[config.mk]
export PLATFORM = sky130hd
export DESIGN_NAME = fixed_point_iterative_divider
export DESIGN_NICKNAME = d
export VERILOG_FILES = /design/src/rtl/fixed_point_iterative_divider.sv
export SDC_FILE = /design/constraint.sdc
export NUM_CORES = 1
export LEC_CHECK = 0
export ABC_AREA = 1
export BUFFER_PORTS_ARGS = -buffer_cell sky130_fd_sc_hd__buf_4
export CAP_MARGIN = 20
export CELL_PAD_IN_SITES_DETAIL_PLACEMENT = 0
export CELL_PAD_IN_SITES_GLOBAL_PLACEMENT = 2
export CORE_MARGIN = 3
export CORE_UTILIZATION = 32
export CTS_CLUSTER_DIAMETER = 120
export CTS_CLUSTER_SIZE = 20
export DETAILED_ROUTE_END_ITERATION = 6
export GPL_TIMING_DRIVEN = 0
export PLACE_DENSITY = 0.82
export RECOVER_POWER = 25
export SYNTH_ARGS = -nofsm -noshare
export SYNTH_HDL_FRONTEND = slang
export SYNTH_SLANG_ARGS = --single-unit
[constraint.sdc]
create_clock -name clk -period 1.8 [get_ports clk]
set_clock_uncertainty 0.1 [all_clocks]
set_input_delay 0 -clock clk [delete_from_list [all_inputs] [get_ports clk]]
set_output_delay 0 -clock clk [all_outputs]
set_load 0.005 [all_outputs]
[src/rtl/fixed_point_iterative_divider.sv]
// Multi-cycle fixed-point divider, one restoring step per clock.
// Val/rdy stream in and out, one transaction in flight.
module fixed_point_iterative_divider #(
    parameter int n    = 6,
    parameter int d    = 0,
    parameter bit sign = 1'b0
) (
    input  logic         clk,
    input  logic         reset,
    input  logic         recv_val,
    output logic         recv_rdy,
    input  logic [n-1:0] a,
    input  logic [n-1:0] b,
    output logic         send_val,
    input  logic         send_rdy,
    output logic [n-1:0] c
);

    localparam int W  = n + d;
    localparam int CW = $clog2(W + 1);
    localparam logic [CW-1:0] CNT_INIT = CW'(W);
    localparam logic [CW-1:0] CNT_ONE  = CW'(1);

    typedef enum logic [1:0] {
        IDLE,
        CALC,
        DONE
    } state_t;

    state_t        r_state;
    state_t        w_next;
    logic [CW-1:0] r_cnt;
    logic [W-1:0]  r_dvd;
    logic [n-1:0]  r_rem;
    logic [n-1:0]  r_b;
    logic [n-1:0]  r_c;
    logic          r_neg;

    logic [n-1:0]  w_abs_a;
    logic [n-1:0]  w_abs_b;
    logic          w_neg;
    logic [W-1:0]  w_dvd_init;
    logic [n:0]    w_sh;
    logic          w_ge;
    logic [n-1:0]  w_diff;
    logic [W-1:0]  w_q;
    logic [n-1:0]  w_res;

    // Magnitudes are n-bit unsigned, so -2^(n-1) maps cleanly to 2^(n-1)
    always_comb begin
        w_abs_a = (sign && a[n-1]) ? -a : a;
        w_abs_b = (sign && b[n-1]) ? -b : b;
        w_neg   = sign && (a[n-1] ^ b[n-1]);
        w_dvd_init = '0;
        w_dvd_init[W-1 -: n] = w_abs_a;
    end

    always_comb begin
        w_sh   = {r_rem, r_dvd[W-1]};
        w_ge   = (w_sh >= {1'b0, r_b});
        w_diff = w_sh[n-1:0] - r_b;
        w_q    = {r_dvd[W-2:0], w_ge};
        w_res  = r_neg ? -w_q[n-1:0] : w_q[n-1:0];
    end

    always_ff @(posedge clk) begin
        if (reset) begin
            r_state <= IDLE;
        end else begin
            r_state <= w_next;
        end
    end

    always_comb begin
        w_next = r_state;
        unique case (r_state)
            IDLE:    if (recv_val) w_next = CALC;
            CALC:    if (r_cnt == CNT_ONE) w_next = DONE;
            DONE:    if (send_rdy) w_next = IDLE;
            default: w_next = IDLE;
        endcase
    end

    always_ff @(posedge clk) begin
        if (reset) begin
            r_cnt <= '0;
            r_dvd <= '0;
            r_rem <= '0;
            r_b   <= '0;
            r_neg <= 1'b0;
            r_c   <= '0;
        end else begin
            unique case (r_state)
                IDLE: begin
                    if (recv_val) begin
                        r_cnt <= CNT_INIT;
                        r_dvd <= w_dvd_init;
                        r_rem <= '0;
                        r_b   <= w_abs_b;
                        r_neg <= w_neg;
                    end
                end
                CALC: begin
                    r_rem <= w_ge ? w_diff : w_sh[n-1:0];
                    r_dvd <= w_q;
                    r_cnt <= r_cnt - CNT_ONE;
                    if (r_cnt == CNT_ONE) r_c <= w_res;
                end
                default: ;
            endcase
        end
    end

    assign recv_rdy = (r_state == IDLE);
    assign send_val = (r_state == DONE);
    assign c        = r_c;

endmodule
==> results.yml, run 1 <==
floorplan:
  row_count: 25
  fp.dieH_um: 77.4
  die_area_sq_mm: 0.00599
  initial_core_util_pct: 33.8
  dieWidth_um: 77.4
  pin_count: 24
  core_region_area_sq_mm: 0.00482
power:
  power_leakage_nw: 0.975
  finalPower_mw: 2.61
  vdd_drop_max_uv: 503
  p_per_area_mw_per_mm2: 1190
route:
  detail-route-antenna-nets: 0
  first_iter_violations: 47
  post-route-drc-count: 0
  viasPerCell: 4.30
  wl_um: 3590
  routedWlPerCell_um: 11.0
  via_count: 1397
  drtPass1Iterations: 4
logic_synthesis:
  synthesis.nets: 239
  ys.warnings.count: 0
  synth_cell_types: 29
  synth_area_per_cell_sq_um: 7.62
  netlist_instances: 214
  syn_area_sq_mm: 0.00163
  ys_seq_area_share_pct: 35.6
  synth_seq_cells: 29
cells_and_area:
  drive_gt1_share_pct: 25.2
  diodes: 0
  final_net_count: 282
  fillers: 521
  syn2layout_area_growth_pct: 34.0
  post-route-util_pct: 45.4
  finalNonFillerCells: 325
sta:
  tightest_slew_ns: 0.460
  min_period_ns: 1.65
  fin_tns_setup_ns: 0
  rsz0062_at_grt: "false"
  final_hold_viol_count: 0
  relSlewSlack_pct: 69.4
  fin_crit_sh_pct: 91.9
  drv_slew: 0
  setup_viol: 0
  fin_ws_ns: 0.146
  max_freq_ghz: 0.604
worst_setup_path:
  critPathLaunchType: "flop"
  worstPathMaxFanout: 8
  required_ns: 1.85
  rr_worst_depth: 9
  crit_arrival_ns: 1.70
  worst_setup_path_end_kind: "flop"
  worstSetupPathType: "reg2reg"
hold_path:
  hp-class: "in2reg"
  whs_path_depth: 5
global_routing:
  grt_pass1_wl_um: 6110
  grt-ovfl-total: 0
  first_global_vias: 1334
  antenna_found_initial: 0
  grt_max_degree: 11
  grt_util_all_layers_pct: 13.0
place:
  hpwlAfterDp_um: 2730
  place_inst: 303
  finalWeightedCongestion: 0.696
  place_ws_ns: 0.0285
  port_buffers: 22
cts:
  path_clk_slew_ns: 0.07
  clkLatencyLatePin_ns: 0.28
  htree_levels: 2
  cts_tree: "done"
  cts_buffers: 5
  root_buffer: "clkbuf_8"
  cts_max_path_buffers: 2
  clock-sinks: 29
flow_run:
  max_cap_violations: 0
status:
  outcome: "completed"
area by class of cell:
class | instances | area, sq um | share of cell area [%]
well taps | 67 | 83.8 | 3.84
inverters | 39 | 146 | 6.70
flip-flops and latches | 29 | 582 | 26.6
multi-input cells | 139 | 896 | 41.0
repair buffers | 36 | 303 | 13.9
clock inverters | 2 | 37.5 | 1.72
clock buffers | 6 | 82.6 | 3.78
plain buffers | 7 | 53.8 | 2.46
cell usage after synthesis:
cell,number,area [sq um]
nand2_4,1,11.3
a21oi_1,20,100
nor2_8,2,40.0
nand3_2,1,10.0
a211oi_2,5,62.6
nor2_1,13,48.8
o21ai_1,1,5.00
clkbuf_1,2,7.51
o21ai_0,17,85.1
nand3b_1,1,7.51
nand2_1,39,146
xnor2_1,1,8.76
inv_2,4,15.0
fa_1,1,20.0
buf_4,1,7.51
nand3_1,16,80.1
a21oi_2,1,8.76
or2_4,1,8.76
xor2_1,1,8.76
buf_2,1,5.00
nand2_2,3,18.8
ha_1,8,100
buf_6,3,33.8
dfxtp_1,29,581
a221oi_1,1,8.76
nand3_4,2,35.0
a31oi_1,2,12.5
inv_1,35,131
nor2_4,2,22.5
per-stage QoR:
stage               hold WS, ns  cell area (sq um)
floorplan                0.0349               1630
global placement          0.129               1880
detailed placement        0.145               1880
CTS                      0.0207               2130
global route              0.109               2180
finish                   0.0176               2180
report_power, final:
group          switching, mW  total (mW)  internal (mW)
clock                  0.256       0.706          0.450
sequential            0.0588       0.784          0.725
combinational          0.651        1.12          0.469
total                  0.966        2.61           1.64
routing by layer:
metal | up-vias | share of wire (%) | GRT usage, %
met2 | 21 | 47 | 20.7
met5 | - | 0 | 0
met4 | 0 | 1.6 | 4.80
met3 | 7 | 3.7 | 3.60
li1 | 767 | - | -
met1 | 602 | 48 | 16.7
cells by family after synthesis:
kind of cell    Yosys count  synth area share, %
compound gates           47                 17.3
xor+xnor                  2                 1.07
fa+ha+maj                 9                 7.37
buf+inv                  46                 12.3
flops                    29                 35.6
simple gates             81                 26.3
worst max-delay path: stages (launching register included):
cell and delay (ns):
dfxtp_1 0.31, inv_1 0.05, ha_2 0.36, nand2_2 0.08, nor2_4 0.14, nand2_2 0.09
nand3_4 0.15, nand3_1 0.10, nand2_1 0.09, a21oi_2 0.05
state kept, by name, summed over array words and instances (netlist names):
register  count
r_cnt         3
r_rem         6
r_dvd         6
r_b           6
c             6
r_state       2
repair_timing:
item | 4_1_cts | 5_1_grt
setup endpoints to repair | 0 | 7
endpoints found under the hold margin | 18 | 0
gates resized for setup | 0 | 8
setup buffers | 0 | 1
hold buffers | 13 | 0
final timing paths:
check             startpoint  endpoint  slack, ns
setup / recovery      r_b[3]  r_rem[5]       0.15
hold / removal          a[4]  r_dvd[4]       0.02
setup reg to reg      r_b[3]  r_rem[5]       0.15
hold reg to reg       r_b[3]    r_b[3]       0.38
cells in the final DEF, fill, tap and decap left out, types with 2 or more instances in the layout:
master,n
inv_2,4
buf_6,3
clkbuf_1,2
buf_4,17
clkbuf_4,7
a31oi_1,2
a21oi_2,2
ha_4,3
nand2_2,2
a21oi_1,19
dfxtp_1,28
ha_1,4
nand2_1,40
clkbuf_8,6
a211oi_2,5
nor2_8,2
inv_1,35
nand3_4,2
dlygate4sd3_1,13
nor2_1,12
nand3_1,16
nor2_4,2
o21ai_0,17
Power figures use the tool's default switching activity.
==> run 2: changes to the inputs <==
--- a/config.mk
+++ b/config.mk
@@ -6,6 +6,7 @@
 export NUM_CORES = 1
 export LEC_CHECK = 0
 export ABC_AREA = 1
+export ABC_CLOCK_PERIOD_IN_PS = 1800
 export BUFFER_PORTS_ARGS = -buffer_cell sky130_fd_sc_hd__buf_4
 export CAP_MARGIN = 20
 export CELL_PAD_IN_SITES_DETAIL_PLACEMENT = 0
@@ -18,6 +19,7 @@
 export GPL_TIMING_DRIVEN = 0
 export PLACE_DENSITY = 0.82
 export RECOVER_POWER = 25
+export SETUP_SLACK_MARGIN = 0.2
 export SYNTH_ARGS = -nofsm -noshare
 export SYNTH_HDL_FRONTEND = slang
 export SYNTH_SLANG_ARGS = --single-unit
==> run 2 against run 1 <==
Flip-flop and latch count is the same. Via count grew 2.4%. Worst setup slack gained 0.048 ns. Largest power group unchanged. Maximum frequency grew 3.0%. Highest routed layer unchanged.
==> results.yml, run 2 (synthesis gave the netlist of run 1 again) <==
worst_setup_path:
  required_ns: 1.90
  crit_arrival_ns: 1.71
  crit_top_cell: "nand2_1"
  path_cells: "inv_2 -> ha_4 -> inv_2 -> fa_2 -> nand3_2 -> nand2_1 -> nand2_1 -> nand2_1 -> nand2_1 -> nand3_1 -> a21oi_1"
  worst_setup_path_end_kind: "flop"
  slowest_delay_ns: 0.38
  rr_worst_depth: 11
  worstPathMaxFanout: 2
  cp_slowest_cell: "fa_2"
  critPathLaunchType: "flop"
  worstSetupPathType: "reg2reg"
floorplan:
  row_count: 25
  dieWidth_um: 77.4
  core_region_area_sq_mm: 0.00482
  pin_count: 24
  initial_core_util_pct: 33.8
  fp.dieH_um: 77.4
  die_area_sq_mm: 0.00599
cts:
  cts_buffers: 5
  root_buffer: "clkbuf_8"
  clock-sinks: 29
  clkLatencyLatePin_ns: 0.28
  htree_levels: 2
  cts_max_path_buffers: 2
  path_clk_slew_ns: 0.07
  cts_tree: "done"
sta:
  tightest_slew_ns: 0.514
  rsz0062_at_grt: "true"
  fin_crit_sh_pct: 89.2
  min_period_ns: 1.61
  max_freq_ghz: 0.623
  setup_viol: 0
  drv_slew: 0
  relSlewSlack_pct: 65.7
  final_hold_viol_count: 0
  fin_tns_setup_ns: 0
power:
  p_comb_share_pct: 46.0
  clkPwrFrac_pct: 25.3
  switchingPower_mw: 1.04
  power_leakage_nw: 1.02
  vdd_drop_max_uv: 518
  p_int_mw: 1.75
  p_seq_share_pct: 28.7
  p_sw_share_pct: 37.3
  p_per_area_mw_per_mm2: 1200
route:
  first_iter_violations: 41
  drtPass1Iterations: 4
  detail-route-antenna-nets: 0
  viasPerCell: 4.32
  via_count: 1430
  routedWlPerCell_um: 11.2
  post-route-drc-count: 0
  wl_um: 3710
cells_and_area:
  finalNonFillerCells: 331
  drive_gt1_share_pct: 36.7
  post-route-util_pct: 48.1
  syn2layout_area_growth_pct: 42.2
  fin_area_sq_mm: 0.00232
  final_net_count: 288
  diodes: 0
  final_common_cell: "nand2_1"
  final_cell_mix: "nand2_1, inv_1, buf_4"
hold_path:
  hp-class: "in2reg"
  whs_path_depth: 5
flow_run:
  max_cap_violations: 0
global_routing:
  first_global_vias: 1362
  grt_pass1_wl_um: 6330
  grt_util_all_layers_pct: 13.4
  grt_max_degree: 11
  grt-ovfl-total: 0
  antenna_found_initial: 0
status:
  outcome: "completed"
place:
  port_buffers: 22
  finalWeightedCongestion: 0.696
  hpwlAfterDp_um: 2730
  place_inst: 303
  place_area_sq_mm: 0.00188
-- run 2: changes by cell type in the layout (fill, tap and decap cells not counted), sizes merged --
cell / previous run / this run
buf: 21 / 26
clkbuf: 15 / 16
-- run 2: stage by stage --
step	hold slack [ns]	setup slack, ns	total power [mW]
floorplan	0.0349	0.228	1.60
global placement	0.129	0.0107	1.83
detailed placement	0.145	0.0285	1.83
CTS	0.0207	0.203	2.74
global route	0.109	0.108	3.03
finish	0.0196	0.194	2.79
-- run 2: routing by layer --
metal / wire length (um) / up-vias / GRT usage [%]
met4: 56 / 0 / 4.80
met2: 1740 / 23 / 21.3
li1: - / 778 / -
met3: 126 / 7 / 3.60
met5: 0 / - / 0
met1: 1780 / 622 / 17.5
-- run 2: final timing paths --
check / slack, ns / to / startpoint
worst max-delay path: 0.19 / r_rem[4] / r_dvd[5]
worst min-delay path: 0.02 / r_dvd[4] / a[4]
worst min register to register: 0.37 / r_b[4] / r_b[4]
worst max register to register: 0.19 / r_rem[4] / r_dvd[5]
-- run 2: worst max-delay path: cells and delay by family, from the launching register on --
family          cells  cell delay, ns
flops               1            0.32
simple gates        6            0.39
buf+inv             2            0.11
compound gates      1            0.11
fa+ha+maj           2            0.51
-- run 2: final cells by class --
cell class,instances,area (sq um)
fill,513,2500
multi-input combinational,139,973
sequential,29,594
timing repair buffer,42,348
inverter,39,146
tap,67,83.8
clock buffer,6,82.6
buffer,7,52.6
clock inverter,2,37.5
-- run 2: timing repair --
action,4_1_cts,5_1_grt
buffers inserted,3,4
endpoints found under the setup margin,8,8
hold endpoints to repair,18,0
pin swaps,5,9
gates resized for setup,23,15
hold buffers,13,0
gates cloned,0,0
-- run 2: power by group through the flow --
stage / registers [mW] / clock network [mW] / logic (mW)
final: 0.801 / 0.707 / 1.29
after global routing: 0.813 / 0.764 / 1.45
after CTS: 0.793 / 0.733 / 1.22
after detailed placement: 0.790 / 0 / 1.04
after global placement: 0.791 / 0 / 1.04
after floorplan: 0.776 / 0 / 0.823
